===== src/rtl/vpi_pkg.sv =====
// Shared types and LFSR step for the VPI public-signal pattern source.
package vpi_pkg;

  typedef enum logic [1:0] {
    IDLE,
    PRESENT,
    ACKED,
    DONE
  } state_t;

  localparam logic [31:0] LFSR_TAPS = 32'h8020_0003;

  // 32-bit Galois LFSR, right shift.
  function automatic logic [31:0] lfsr_next(input logic [31:0] s);
    return (s >> 1) ^ (s[0] ? LFSR_TAPS : '0);
  endfunction

endpackage


===== src/rtl/vpi_lfsr32.sv =====
// 32-bit LFSR state register that steps only when strobed.
module vpi_lfsr32
  import vpi_pkg::*;
#(
  parameter logic [31:0] SEED = 32'h0000_0001
) (
  input  logic        clk,
  input  logic        rst_n,
  input  logic        i_advance,
  output logic [31:0] o_state
);

  // An all-zero state would lock up the LFSR.
  localparam logic [31:0] SEED_EFF = (SEED == '0) ? 32'h0000_0001 : SEED;

  logic [31:0] r_state;

  always_ff @(posedge clk or negedge rst_n) begin
    if (!rst_n) begin
      r_state <= SEED_EFF;
    end else if (i_advance) begin
      r_state <= lfsr_next(r_state);
    end
  end

  assign o_state = r_state;

endmodule


===== src/rtl/vpi_pattern_source.sv =====
// Pattern-word producer with four-phase ack handshake, transfer count,
// protocol-violation and ack-timeout flags.
module vpi_pattern_source
  import vpi_pkg::*;
#(
  parameter int unsigned LENGTH    = 8,
  parameter logic [31:0] SEED      = 32'h0000_0001,
  parameter int unsigned COUNT_MAX = 16,
  parameter int unsigned TIMEOUT   = 1000
) (
  input  logic              clk,
  input  logic              reset_l,
  input  logic              enable,
  input  logic              ack,
  output logic [LENGTH-1:0] sig,
  output logic              valid,
  output logic [31:0]       count,
  output logic              done,
  output logic              err_proto,
  output logic              err_timeout
);

  localparam logic [31:0] TIMER_LIM = 32'(TIMEOUT - 1);
  localparam logic [31:0] COUNT_LIM = 32'(COUNT_MAX);

  state_t      r_state;
  logic        r_valid;
  logic [31:0] r_count;
  logic        r_done;
  logic        r_err_proto;
  logic        r_err_timeout;
  logic [31:0] r_timer;

  logic        w_advance;
  logic [31:0] w_lfsr;

  // LFSR steps exactly on the ACKED exit, in the same cycle the FSM leaves.
  assign w_advance = (r_state == ACKED) && !ack;

  vpi_lfsr32 #(
    .SEED (SEED)
  ) u_lfsr (
    .clk       (clk),
    .rst_n     (reset_l),
    .i_advance (w_advance),
    .o_state   (w_lfsr)
  );

  // sig is a pure rewiring of the LFSR register: replicate, then truncate.
  assign sig = LENGTH'({4{w_lfsr}});

  always_ff @(posedge clk or negedge reset_l) begin
    if (!reset_l) begin
      r_state       <= IDLE;
      r_valid       <= 1'b0;
      r_count       <= '0;
      r_done        <= 1'b0;
      r_err_proto   <= 1'b0;
      r_err_timeout <= 1'b0;
      r_timer       <= '0;
    end else begin
      case (r_state)
        IDLE: begin
          if (ack) begin
            r_err_proto <= 1'b1;
          end else if (enable && !r_done) begin
            r_state <= PRESENT;
            r_valid <= 1'b1;
          end
        end
        PRESENT: begin
          if (ack) begin
            r_state <= ACKED;
            r_valid <= 1'b0;
            r_count <= r_count + 32'd1;
            r_timer <= '0;
          end else begin
            if (r_timer >= TIMER_LIM) begin
              r_err_timeout <= 1'b1;
            end
            if (r_timer != '1) begin
              r_timer <= r_timer + 32'd1;
            end
          end
        end
        ACKED: begin
          if (!ack) begin
            if (r_count == COUNT_LIM) begin
              r_state <= DONE;
              r_done  <= 1'b1;
            end else if (enable) begin
              r_state <= PRESENT;
              r_valid <= 1'b1;
            end else begin
              r_state <= IDLE;
            end
          end
        end
        DONE: begin
          r_valid <= 1'b0;
        end
        default: begin
          r_state <= IDLE;
          r_valid <= 1'b0;
        end
      endcase
    end
  end

  assign valid       = r_valid;
  assign count       = r_count;
  assign done        = r_done;
  assign err_proto   = r_err_proto;
  assign err_timeout = r_err_timeout;

endmodule


===== config.mk =====
export PLATFORM = sky130hd
export DESIGN_NAME = vpi_pattern_source
export DESIGN_NICKNAME = d
export VERILOG_FILES = /design/src/rtl/vpi_pkg.sv /design/src/rtl/vpi_lfsr32.sv /design/src/rtl/vpi_pattern_source.sv
export SDC_FILE = /design/constraint.sdc
export NUM_CORES = 1
export LEC_CHECK = 0
export ABC_AREA = 1
export CAP_MARGIN = 20
export CORE_ASPECT_RATIO = 0.75
export CORE_UTILIZATION = 50
export CTS_CLUSTER_DIAMETER = 120
export DETAILED_ROUTE_END_ITERATION = 12
export GPL_TIMING_DRIVEN = 0
export PLACE_DENSITY = 0.73
export SYNTH_ARGS = -nofsm -noshare
export SYNTH_HDL_FRONTEND = slang
export SYNTH_SLANG_ARGS = --single-unit

===== constraint.sdc =====
create_clock -name clk -period 1.6 [get_ports clk]
set_input_delay 0.48 -clock clk [delete_from_list [all_inputs] [get_ports clk]]
set_output_delay 0.48 -clock clk [all_outputs]
set_load 0.02 [all_outputs]

==> results of run 1 <==
==> sequential cells by signal, indices dropped and copies added (netlist names) <==
| register | count |
|---|---|
| r_state | 2 |
| done | 1 |
| r_timer | 32 |
| err_timeout | 1 |
| count | 32 |
| u_lfsr.o_state | 32 |
| valid | 1 |
| err_proto | 1 |
==> synth_stat cells, types with 2 or more instances <==
master | number | area (sq um)
buf_6 | 3 | 33.78
nor2_2 | 9 | 56.30
nand3_1 | 56 | 280.3
nand4_1 | 18 | 112.6
o21ai_0 | 14 | 70.07
or2_2 | 3 | 18.77
inv_2 | 2 | 7.510
clkbuf_1 | 11 | 41.29
xnor2_1 | 14 | 122.6
nor3_1 | 18 | 90.09
buf_8 | 2 | 30.03
dfrtp_1 | 101 | 2527
nor2_1 | 108 | 405.4
inv_1 | 71 | 266.5
nand2_1 | 349 | 1310
xor2_1 | 17 | 148.9
nand2_4 | 2 | 22.52
nor2_4 | 3 | 33.78
nand2_2 | 7 | 43.79
o21ai_2 | 20 | 175.2
ha_1 | 7 | 87.58
nand3b_1 | 2 | 15.01
buf_4 | 9 | 67.56
==> cell families after synthesis <==
group                    share of synthesized area [%]
adder cells (fa/ha/maj)                          1.450
AND/OR/NAND/NOR                                  40.15
buffers and inverters                            7.479
AO/OA/AOI/OAI                                    4.143
flip-flops                                       42.28
XOR/XNOR                                         4.496
==> cells in the final DEF, fill, tap and decap left out, types with 5 or more instances in the layout <==
cell type        synthesis  layout
nor2_1                 108      85
nor2_2                   9      15
nand2_4                  2      15
o21ai_2                 20      22
buf_4                    9      53
nor2_4                   3      20
nand2_1                349     310
clkbuf_1                11       5
inv_1                   71      66
xor2_1                  17      17
dfrtp_2                  0      23
nand3_2                  1       6
nor3_1                  18      13
xnor2_1                 14      14
nand3_1                 56      49
clkdlybuf4s15_2          0      17
buf_2                    1      11
o21ai_0                 14      12
nand4_1                 18      18
clkbuf_2                 0      13
clkbuf_16                0      12
buf_6                    3      11
nand2_2                  7      32
dfrtp_1                101      78
==> worst max-delay path, delay by kind of cell, from the launching register on <==
kind,cells,cell delay (ns)
and+or+nand+nor,4,0.83
DFF,1,0.40
buffers and inverters,1,0.14
adders and majority gates,1,0.19
xor gates and xnor gates,1,0.13
==> final cells by class <==
type / count / share of cell area [%]
Clock inverter: 6 / 0.7769
Clock buffer: 10 / 2.843
Inverter: 73 / 3.589
Multi-Input combinational cell: 651 / 43.47
Tap cell: 162 / 2.517
Buffer: 22 / 2.160
Timing Repair Buffer: 108 / 12.57
Sequential cell: 102 / 32.07
==> metal layers <==
metal	up-vias	track usage (%)	wire [microns]
li1	2887	-	-
met1	2798	42.83	8279
met3	18	6.553	1555
met5	-	0	0
met2	244	39.63	7502
met4	0	4.706	170
==> path summary, 6_finish.rpt <==
check,start,end,slack [ns],cells past startpoint
max reg2reg,count[0]$_DFFE_PN0P_,count[14]$_DFFE_PN0P_,-0.17,7
min,reset_l,u_lfsr.o_state[27]$_DFFE_PN0P_,0.15,1
max,count[0]$_DFFE_PN0P_,count[14]$_DFFE_PN0P_,-0.17,7
min reg2reg,err_timeout$_DFFE_PN0P_,err_timeout$_DFFE_PN0P_,0.46,2
min in group clk,err_timeout$_DFFE_PN0P_,err_timeout$_DFFE_PN0P_,0.46,2
max in group asynchronous,reset_l,u_lfsr.o_state[0]$_DFFE_PN1P_,0.74,2
==> metrics by stage <==
step           setup WS (ns)  hold slack (ns)  instances  utilization [%]
3_3_place_gp          -4.188           0.4450       1060            57.70
3_5_place_dp         -0.3052           0.4549       1061            57.91
6_report             -0.1697           0.1511       1134            68.83
4_1_cts              -0.1126           0.1699       1118            65.17
5_1_grt              -0.2183           0.2015       1134            68.83
2_1_floorplan       -0.03528           0.1844        852                -
==> report_power, final <==
| group | switching, mW | internal, mW | total, mW |
|---|---|---|---|
| Combinational | 1.96 | 1.81 | 3.77 |
| Sequential | 0.333 | 2.93 | 3.26 |
| Clock | 1.08 | 1.10 | 2.18 |
==> repair_timing <==
| item | 4_1_cts | 5_1_grt |
|---|---|---|
| buffers inserted | 40 | 16 |
| gates cloned | 2 | 3 |
| pin swaps | 17 | 30 |
| setup endpoints to repair | 133 | 118 |
| resized for setup | 181 | 131 |
==> key figures, run 1 <==
Status
  • Result of the run: finished, violations left
  • Failing checks: negative setup slack

Synth
  • Top FF cell, synth: dfrtp_1
  • Syn avg cell area: 7.089 sq um
  • Netlist cell types: 29
  • Post-Synthesis Cells: 852
  • Fraction of registers with async set/reset: between 90% and 100%
  • Count of flip-flops with a built-in enable after synthesis: 0
  • Synthesized netlist net count: 863
  • Area of the mapped netlist: 6040 sq um
  • Sequential share of the synthesized area: 42.28%
  • Flop and latch count out of synthesis: 102
  • Synth warn: 0

Routing
  • Wire length per cell after detailed routing: 15.44 microns
  • Routed wire length: 17.51 mm
  • Remaining routing DRC violations: 0
  • Number of design-rule violations left by the first detailed-router iteration: 573
  • Antenna viol nets, final: 0
  • DR vias: 5947
  • Count of TritonRoute iterations in the first routing pass: 5
  • Via-to-Cell Ratio: ~5.2

Power and ir drop
  • LEAKAGE: 3.704 nW
  • Overall power after layout: a little over 9 mW
  • Power density over the cells: 1145 nW/um^2
  • Peak supply drop: 790.8 uV

Clock tree
  • CTS tree: done
  • Cell chosen for the clock root: clkbuf_16
  • Number of clock sinks: roughly 100
  • Bufs on Longest Clock Path: 2
  • CTS hold repair buffers: 0
  • Clock insertion delay at the later pin of the skew report: 0.35 ns
  • # H-tree levels: 3
  • Clock-pin transition on the worst setup and hold timing paths: 0.08 ns
  • TritonCTS Buffers: 9

Final layout
  • Synthesis-to-layout area growth: 33.33%
  • Filler Cells Inserted: 970
  • Fraction of final layout cells sized beyond drive strength 1: about 30%
  • Final layout net count: 978
  • Area used by multi-input combinational logic: 3501 sq um
  • Cell area after layout: approximately 8000 sq um
  • Sequential cell area: 2582 sq um
  • ANT cells: 0

Floorplan
  • Die boundary height: roughly 97 microns
  • Core Rows: 34
  • Initial core utilization: 51.63%
  • Floorplan die width: 128.9 microns
  • Core area: 11700 sq um
  • Ports: between 40 and 50
  • Area of the die: 12530 sq um

Critical path
  • CP Class: flop to flop
  • Worst EP arrival: 2.04 ns
  • Cell-by-cell trace of the critical path: ha_1 > nand3_2 > nor2_4 > nand4_1 > nor2_4 > buf_6 > xor2_1
  • Capturing element type of the critical path: flop
  • CP Data Required Time: 1.87 ns
  • Maximum fanout along the worst path: 5
  • Dominant cell type by count on the critical path: nor2_4
  • Cell type of the slowest stage on the worst timing path: dfrtp_2
  • CP startpoint kind: flop
  • Highest cell delay on the worst timing path: 0.40 ns

Placed design
  • Number of port buffers: 46
  • Total placed instance area: 6775 sq um
  • Detailed placer's ending HPWL: 11.48 mm
  • Last weighted congestion value of the routability-driven placer: 0.9690

Flow run
  • Reported max-cap violation count: 0

Timing
  • Number of hold violations in the final report: 0
  • Fmax: 0.5651 GHz
  • Max transition margin: 56.43%
  • Setup violation total in the final timing report: 43
  • Post-layout minimum cycle time: 1.770 ns
  • Number of pins exceeding their max-slew limit in the final report: 0
  • Summed negative setup slack over all endpoints: -4.388 ns
  • Unrepaired setup endpoints after global routing: yes
  • Final WS setup: -0.1697 ns
  • Post-route fraction of the period consumed by the critical path: 110.6%
  • Clock skew after layout: 0.01015 ns
  • Least-Margin Pin Slew: 0.6535 ns

Global routing
  • Number of global-route vias before repair: 5279
  • Pin count of the biggest net entering global routing: 55
  • Antenna violations before repair: 0
  • Wire length of the first global-routing pass: 27.00 mm
  • Overall routing resource usage: 27.78%
  • Residual overflow from global routing: 0

Hold path
  • Kind of path behind the tightest hold check: input pin to asynchronous set/reset pin
(Power assumes the default switching activity.)
==> inputs of run 2 (changes only) <==
--- a/config.mk
+++ b/config.mk
@@ -9,7 +9,7 @@
 export CAP_MARGIN = 20
 export CORE_ASPECT_RATIO = 0.75
 export CORE_UTILIZATION = 50
-export CTS_CLUSTER_DIAMETER = 120
+export CTS_CLUSTER_DIAMETER = 50
 export DETAILED_ROUTE_END_ITERATION = 12
 export GPL_TIMING_DRIVEN = 0
 export PLACE_DENSITY = 0.73
==> results of run 2 <==
Final layout, timing and power as in run 1 (identical DEF).
